`src/rtl/cond_flags_unit_pkg.sv`:
```
// Shared constants and helpers for the condition/flags unit and the branch unit.
package cond_flags_unit_pkg;

  // ALU operation codes that produce meaningful carry/overflow.
  localparam logic [3:0] ALU_ADD = 4'b0000;
  localparam logic [3:0] ALU_SUB = 4'b0001;

  // Instruction condition-field encodings.
  localparam logic [3:0] COND_EQ = 4'b0000;
  localparam logic [3:0] COND_NE = 4'b0001;
  localparam logic [3:0] COND_CS = 4'b0010;
  localparam logic [3:0] COND_CC = 4'b0011;
  localparam logic [3:0] COND_MI = 4'b0100;
  localparam logic [3:0] COND_PL = 4'b0101;
  localparam logic [3:0] COND_VS = 4'b0110;
  localparam logic [3:0] COND_VC = 4'b0111;
  localparam logic [3:0] COND_HI = 4'b1000;
  localparam logic [3:0] COND_LS = 4'b1001;
  localparam logic [3:0] COND_GE = 4'b1010;
  localparam logic [3:0] COND_LT = 4'b1011;
  localparam logic [3:0] COND_GT = 4'b1100;
  localparam logic [3:0] COND_LE = 4'b1101;
  localparam logic [3:0] COND_AL = 4'b1110;
  localparam logic [3:0] COND_NV = 4'b1111;

  // Bit positions inside the packed {N,Z,C,V} flag vector.
  localparam int FLAG_N = 3;
  localparam int FLAG_Z = 2;
  localparam int FLAG_C = 1;
  localparam int FLAG_V = 0;

  // True for ALU ops whose carry and overflow outputs are architecturally valid.
  function automatic logic is_arith(input logic [3:0] op);
    return (op == ALU_ADD) || (op == ALU_SUB);
  endfunction

endpackage

```
`src/rtl/cond_flags_unit_cond_check.sv`:
```
// Purely combinational condition evaluator: (cond, NZCV) -> pass/fail.
// Kept standalone so the branch unit can reuse the same decode.
module cond_check
  import cond_flags_unit_pkg::*;
(
  input  logic [3:0] cond,
  input  logic [3:0] flags,
  output logic       cond_ex
);

  logic n_s;
  logic z_s;
  logic c_s;
  logic v_s;

  assign n_s = flags[FLAG_N];
  assign z_s = flags[FLAG_Z];
  assign c_s = flags[FLAG_C];
  assign v_s = flags[FLAG_V];

  // Decode the condition field against the supplied flags.
  always_comb begin
    cond_ex = 1'b1;
    case (cond)
      COND_EQ: cond_ex = z_s;
      COND_NE: cond_ex = ~z_s;
      COND_CS: cond_ex = c_s;
      COND_CC: cond_ex = ~c_s;
      COND_MI: cond_ex = n_s;
      COND_PL: cond_ex = ~n_s;
      COND_VS: cond_ex = v_s;
      COND_VC: cond_ex = ~v_s;
      COND_HI: cond_ex = c_s & ~z_s;
      COND_LS: cond_ex = ~c_s | z_s;
      COND_GE: cond_ex = (n_s == v_s);
      COND_LT: cond_ex = (n_s != v_s);
      COND_GT: cond_ex = ~z_s & (n_s == v_s);
      COND_LE: cond_ex = z_s | (n_s != v_s);
      COND_AL: cond_ex = 1'b1;
      COND_NV: cond_ex = 1'b1;
      default: cond_ex = 1'b1;
    endcase
  end

endmodule

```
`src/rtl/cond_flags_unit.sv`:
```
// Condition evaluation, write-enable gating, NZCV register and overflow
// monitoring (sticky bit plus saturating event counter).
module cond_flags_unit
  import cond_flags_unit_pkg::*;
#(
  parameter int bits  = 32,
  parameter int CNT_W = 16
) (
  input  logic              clk,
  input  logic              rst,
  input  logic [bits-1:0]   result,
  input  logic              carry,
  input  logic              ovf,
  input  logic [3:0]        s,
  input  logic [3:0]        cond,
  input  logic              flag_write,
  input  logic              reg_write_in,
  input  logic              mem_write_in,
  input  logic              pc_src_in,
  input  logic              stall,
  input  logic              flush,
  input  logic              ov_clear,
  output logic [3:0]        flags,
  output logic              cond_ex,
  output logic              reg_write,
  output logic              mem_write,
  output logic              pc_src,
  output logic              ov_sticky,
  output logic [CNT_W-1:0]  ov_count
);

  localparam logic [CNT_W-1:0] CNT_ZERO = {CNT_W{1'b0}};
  localparam logic [CNT_W-1:0] CNT_ONE  = {{(CNT_W-1){1'b0}}, 1'b1};
  localparam logic [CNT_W-1:0] CNT_MAX  = {CNT_W{1'b1}};

  logic [3:0]       flags_q;
  logic [3:0]       flags_d;
  logic             ov_sticky_q;
  logic             ov_sticky_d;
  logic [CNT_W-1:0] ov_count_q;
  logic [CNT_W-1:0] ov_count_d;

  logic             cond_ex_s;
  logic             arith_s;
  logic             upd_s;
  logic             ev_s;
  logic             zero_s;

  // Condition is checked against the architectural (registered) flags,
  // so an instruction never observes its own flag results.
  cond_check u_cond_check (
    .cond    (cond),
    .flags   (flags_q),
    .cond_ex (cond_ex_s)
  );

  assign arith_s = is_arith(s);
  assign zero_s  = (result == {bits{1'b0}});
  assign upd_s   = flag_write & cond_ex_s & ~stall & ~flush & ~rst;
  assign ev_s    = ovf & arith_s & cond_ex_s & ~stall & ~flush;

  // Next NZCV: N/Z always follow the result, C/V only for add/sub.
  always_comb begin
    flags_d = flags_q;
    if (upd_s) begin
      flags_d[FLAG_N] = result[bits-1];
      flags_d[FLAG_Z] = zero_s;
      if (arith_s) begin
        flags_d[FLAG_C] = carry;
        flags_d[FLAG_V] = ovf;
      end else begin
        flags_d[FLAG_C] = flags_q[FLAG_C];
        flags_d[FLAG_V] = flags_q[FLAG_V];
      end
    end else begin
      flags_d = flags_q;
    end
  end

  // Overflow monitor: clear beats a same-cycle event; counter saturates.
  always_comb begin
    ov_sticky_d = ov_sticky_q;
    ov_count_d  = ov_count_q;
    if (ov_clear) begin
      ov_sticky_d = 1'b0;
      ov_count_d  = CNT_ZERO;
    end else if (ev_s) begin
      ov_sticky_d = 1'b1;
      if (ov_count_q == CNT_MAX) begin
        ov_count_d = ov_count_q;
      end else begin
        ov_count_d = ov_count_q + CNT_ONE;
      end
    end else begin
      ov_sticky_d = ov_sticky_q;
      ov_count_d  = ov_count_q;
    end
  end

  // State registers with synchronous reset taking priority over everything.
  always_ff @(posedge clk) begin
    if (rst) begin
      flags_q     <= 4'b0000;
      ov_sticky_q <= 1'b0;
      ov_count_q  <= CNT_ZERO;
    end else begin
      flags_q     <= flags_d;
      ov_sticky_q <= ov_sticky_d;
      ov_count_q  <= ov_count_d;
    end
  end

  assign flags     = flags_q;
  assign cond_ex   = cond_ex_s;
  assign reg_write = reg_write_in & cond_ex_s & ~flush;
  assign mem_write = mem_write_in & cond_ex_s & ~flush;
  assign pc_src    = pc_src_in & cond_ex_s & ~flush;
  assign ov_sticky = ov_sticky_q;
  assign ov_count  = ov_count_q;

endmodule

```
`config.mk`:
```
export PLATFORM = sky130hd
export DESIGN_NAME = cond_flags_unit
export DESIGN_NICKNAME = d
export VERILOG_FILES = /design/src/rtl/cond_flags_unit_pkg.sv /design/src/rtl/cond_flags_unit_cond_check.sv /design/src/rtl/cond_flags_unit.sv
export SDC_FILE = /design/constraint.sdc
export NUM_CORES = 1
export LEC_CHECK = 0
export BUFFER_PORTS_ARGS = -buffer_cell sky130_fd_sc_hd__buf_2
export CORE_ASPECT_RATIO = 1.1
export CORE_UTILIZATION = 44
export DETAILED_ROUTE_END_ITERATION = 10
export GPL_ROUTABILITY_DRIVEN = 1
export PLACE_DENSITY = 0.88
export SYNTH_ARGS = -nofsm -noshare
export SYNTH_HDL_FRONTEND = slang
export SYNTH_HIERARCHICAL = 1
export SYNTH_SLANG_ARGS = --single-unit
```
`constraint.sdc`:
```
create_clock -name clk -period 3.3 [get_ports clk]
set_clock_uncertainty 0.1 [all_clocks]
set_input_delay 0.165 -clock clk [delete_from_list [all_inputs] [get_ports clk]]
set_output_delay 0.165 -clock clk [all_outputs]
set_load 0.02 [all_outputs]
```
# After elaboration in Yosys (flattened, before gate mapping)
# Index checks and enable logic that the tools add are counted.
# totals
output_inout_bits	25
mem_count	0
ramBits	0
latch_bits	0
wordCells	59
romBits	0
input_bits	51
reg_bits	21
# classes
bitwise_logic	26
order_cmp	0
div	0
n_eq_ne	19
n_reduce_logical	8
mul	0
n_addsub	1
mux	1
shifts	0
# op_table
op	n
$eq A4 B4 Y1 const B	8
$logic_not A32 Y1	1
$add A16 B1 Y16 const B	1
$and A1 B1 Y1	16
$eq A16 B16 Y1 const B	1
$eq A4 B3 Y1 const B	4
$pmux W1 S15	1
$eq A4 B1 Y1 const B	2
$eq A4 B2 Y1 const B	2
$logic_not A4 Y1	2
$not A1 Y1	8
$reduce_and A2 Y1	2
$reduce_or A2 Y1	2
$or A1 B1 Y1	2
$eq A1 B1 Y1	1
$logic_or A1 B1 Y1	1
$ne A1 B1 Y1	1

# Longest topological paths before layout
# logic_depth
depth_word	8
ltp_mapped	11
ltp_nobuf	9

# Cells and area by module
# Netlist, hierarchy kept.
# modules_own_cells
mod	cells_per_inst	instances	area_each_um2	seq_area_each_um2
cond_flags_unit	134	1	1182.4	420.4
cond_check	29	1	201.4	0.0

# Least setup slack after synthesis
# No wires, ideal clock.
# synth_path
kind	reg-to-reg
start	reg flags_q[0] (netlist: flags[0])
end	reg flags_q[0] (netlist: flags[0])
period_less_slack_ns	2.774
setup_ns	0.123
stages_incl_launch_ff	10
n_path_buf	0
path_slack_ns	0.526
t_required_ns	3.077
t_arrival_ns	2.551
path_cell_list	dfxtp_1 xor2_1 or4_1 nand2_1 a22oi_1 o21ai_1 nor2b_2 nand4bb_1 or4_1 mux2_1
# synth_between
elab_chain_cells	8
word_cells_on_any_way	11
cone_classes	eq/ne (2); mux (1); bitwise (7); reduce/logical (1)
# synth_lines
element	line	source
from (decl)	cond_flags_unit.sv:36	logic [3:0] flags_q;
from (signal assigned)	cond_flags_unit.sv:107	flags_q <= flags_d;
$ne A1 B1 Y1 or $eq A1 B1 Y1 (tied branches)	-	
$or A1 B1 Y1 or $and A1 B1 Y1 (tied branches)	cond_flags_unit_cond_check.sv:38, cond_flags_unit_cond_check.sv:37	
$pmux W1 S15 (*)	cond_flags_unit_cond_check.sv:24	case (cond)
net cond_ex	cond_flags_unit.sv:24	output logic cond_ex,
$and A1 B1 Y1 (*) (4 in a row)	cond_flags_unit.sv:59	assign upd_s = flag_write & cond_ex_s & ~stall & ~flush & ~rst;
$reduce_and A2 Y1 (no source line) (*)	-	
# The timed path passes the listed nets; every way through them passes the cells marked *.
# A chain may end at the register's enable or synchronous reset.

# Worst setup path after layout
# layout_path
start	reg flags_q[0] (netlist: flags[0])
end	reg ov_count_q[5] (netlist: ov_count[5])
# layout_between
elab_chain_cells	7
word_cells_on_any_way	10
cone_classes	eq/ne (2); mux (1); bitwise (6); reduce/logical (1)
# layout_lines
element	line	source
$ne A1 B1 Y1 or $eq A1 B1 Y1 (tied branches)	-	
$or A1 B1 Y1 or $and A1 B1 Y1 (tied branches)	cond_flags_unit_cond_check.sv:38, cond_flags_unit_cond_check.sv:37	
$pmux W1 S15 (*)	cond_flags_unit_cond_check.sv:24	
$and A1 B1 Y1 (*) (3 in a row)	cond_flags_unit.sv:60	assign ev_s = ovf & arith_s & cond_ex_s & ~stall & ~flush;
$reduce_and A2 Y1 (no source line) (*)	-	
to (signal assigned)	cond_flags_unit.sv:109	ov_count_q <= ov_count_d;
to (decl)	cond_flags_unit.sv:40	logic [CNT_W-1:0] ov_count_q;
# Mark *: on every way between the ends. The rest lies on a longest branch, timed or not.

==> qor.yml <==
ys_ff_latch: 21
hold_end: "flags[2]$_SDFFE_PP0P_"
ys_seq_area_share_pct: 30.4
vias_per_cell: 5.89
switching_share_pct: 26.5
grt_usage_pct: 22.0
path_class: "flop to flop"
fin_nets: 290
grt_first_pass_wirelength_um: 6040
vias: 1591
drive_above_1_share_pct: 38.0
io_pins: 76
synth-async-reset-ratio_pct: 0
drc: 0
internal_power_uw: 340
ys_warn_count: 6
timing.rr.end: "ov_count[5]$_SDFFE_PP0P_"
rsz0062_at_grt: "false"
synth-edff-count: 0
synth.most_common_cell: "dfxtp_1"
wl_um: 3630
max_freq_mhz: 364
worstHoldStart: "result[23]"
arrival_ps: 2890
gp_congestion: 0.833
hold_class: "input pin to flop"
critical_path.slowest_cell: "or4_1"
grt_antenna_before_repair: 0
io_buffers: 74
status: "finished, final reports clean"
cp-start-kind: "flop"
pwr-share-clk_pct: 27.8
yosysUniqueCellTypes: 47
period_share_pct: 83.4
finish.utilization_pct: 62.7
fin_setup_tns_ps: 0
num_antenna_cells: 0
fill_cells: 260
slew_headroom_pct: 61.6
hpwl_um: 2730
worstPathCellList: "xor2_1 -> or4_1 -> nand2_1 -> a22oi_1 -> o21ai_1 -> and4bb_2 -> nand2_1 -> or4_1 -> a21oi_1"
cap_violations: 0
num_rows: 20
ir_drop_v: 0.000171
synth_area_leaders: "dfxtp_1 30%, or4_1 7.1%, a21oi_1 6.1%"
synthFlopType: "dfxtp_1"
power_switching_uw: 122
syn_avg_cell_area_um2: 8.49
synth_commonest_cells: "21 x dfxtp_1, 17 x a21oi_1, 13 x or4_1"
p_comb_share_pct: 17.0
r2r_start: "flags[0]$_SDFFE_PP0P_"
crit_required_ps: 3440
synthCells: 163
cts_tree: "built"
clk_pin_slew_ps: 120
die_w_um: 55.5
total_power_uw: 462
grt_overflow: 0
drtPass1Iterations: 4
reg2reg_slack_ps: 550
clockBufferDepth: 2
post_drt_wl_per_cell_um: 13.5
synth.net_count: 215
syn2layout_area_growth_pct: 30.5
hold_violations: 0
start_util_pct: 48.1
crit_fanout: 15
worst_slew_pin_slew_ps: 576
grt_pass1_vias: 1345
clockRootBuffer: "clkbuf_4"
drt_iter0_drc: 83
power_density_nw_per_um2: 256
clock_sinks: 21
drv_slew: 0
sequentialPowerShare_pct: 55.2
yosysTopAreaCellShare_pct: 30.4
max_stage_delay_ps: 560
timing.final.ws_setup_ps: 549
cts_setup_buffers: 0
die_y_um: 60.8
dp_slack_ps: 616
hold_depth: 4
setup_viol: 0
numCtsBuffers: 3
clk_latency_ps: 310
htree_levels: 1
fp.dieArea_um2: 3370
hold_ws_ps: 25.2
final-seq-area_um2: 420
synth_top_area_cell: "dfxtp_1"
period_needed_ps: 2750
core-area_um2: 2880
grt_max_degree: 24
multiInputGateArea_um2: 893
p_leak_nw: 0.760
cp-end-kind: "flop"
syn_area_um2: 1380
postRouteAntennaNets: 0
worstRegToRegCells: 9
[area by class of cell]
class / instances / share of cell area [%]
Multi-Input combinational cell: 129 / 49.5
Sequential cell: 21 / 23.3
Timing Repair Buffer: 77 / 22.2
Tap cell: 33 / 2.29
Clock buffer: 3 / 1.25
Inverter: 6 / 1.25
Clock inverter: 1 / 0.277
[cell families after synthesis]
kind of cell,count (synthesis),synth area share (%)
flip-flops,21,30.4
AND/OR/NAND/NOR,79,39.6
adder cells (fa/ha/maj),1,0.904
buffers and inverters,13,5.06
multiplexers,2,1.63
XOR/XNOR,4,2.53
AO/OA/AOI/OAI,43,19.9
[cells in the final DEF (no fill, tap or decap), drive strengths merged, types with 2 or more instances in the layout]
cell / netlist / layout
clkbuf: 2 / 3
inv: 6 / 6
a21oi: 17 / 17
or3: 3 / 3
buf: 5 / 74
xnor2: 3 / 3
nor4: 8 / 8
o41ai: 2 / 2
nor2b: 5 / 5
nand4: 8 / 8
and3b: 2 / 2
a22oi: 2 / 2
and3: 2 / 2
o21ai: 7 / 7
dfxtp: 21 / 21
nand3b: 2 / 2
nor2: 5 / 5
and2: 4 / 4
dlygate4sd3: 0 / 3
o31ai: 11 / 11
nand2: 7 / 7
and4: 5 / 5
or4: 13 / 13
mux2: 2 / 2
nand3: 6 / 6
nor3: 3 / 3
[layer usage]
layer / share of wire [%] / global-route usage (%) / up-vias
met5: 0 / 0 / -
met4: 1.1 / 6.43 / 0
met3: 4.6 / 2.77 / 4
met2: 50 / 39.4 / 51
met1: 44 / 28.2 / 742
li1: - / - / 794
[how the worst max path moves through the flow]
stage,start,end,slack (ps)
4_1_cts,flags[0]$_SDFFE_PP0P_,ov_count[5]$_SDFFE_PP0P_,590
6_report,flags[0]$_SDFFE_PP0P_,ov_count[5]$_SDFFE_PP0P_,550
5_1_grt,flags[0]$_SDFFE_PP0P_,ov_count[5]$_SDFFE_PP0P_,380
3_5_place_dp,cond[0],ov_count[5]$_SDFFE_PP0P_,620
2_1_floorplan,flags[0]$_SDFFE_PP0P_,flags[0]$_SDFFE_PP0P_,530
3_3_place_gp,flags[0]$_SDFFE_PP0P_,flags[1]$_SDFFE_PP0P_,650
[power groups by stage]
stage / registers (mW) / logic, mW / clock network (mW)
6_report: 0.255 / 0.0786 / 0.129
5_1_grt: 0.255 / 0.0866 / 0.141
4_1_cts: 0.255 / 0.0782 / 0.131
3_5_place_dp: 0.261 / 0.0752 / 0
3_3_place_gp: 0.261 / 0.0737 / 0
2_1_floorplan: 0.261 / 0.0359 / 0
[flip-flops by register name (all words and copies together), names as in the netlist]
signal	flops
ov_count	16
flags	4
ov_sticky	1
[worst max-delay path, delay by kind of cell (launching register included)]
family | cells | cell delay (ps)
and+or+nand+nor | 5 | 1690
AOI/OAI and AO/OA | 3 | 370
xor gates and xnor gates | 1 | 160
DFF | 1 | 370
[through the flow]
stage	instances	instance area, µm²
2_1_floorplan	163	1380
3_3_place_gp	263	1750
3_5_place_dp	263	1750
4_1_cts	270	1810
5_1_grt	270	1810
6_report	270	1810
[what timing repair did]
item | in CTS | in global routing
hold buffers | 3 | 0
resized for setup | 0 | 0
endpoints found under the setup margin | 0 | 0
endpoints found under the hold margin | 3 | 0
(Power assumes the default switching activity.)
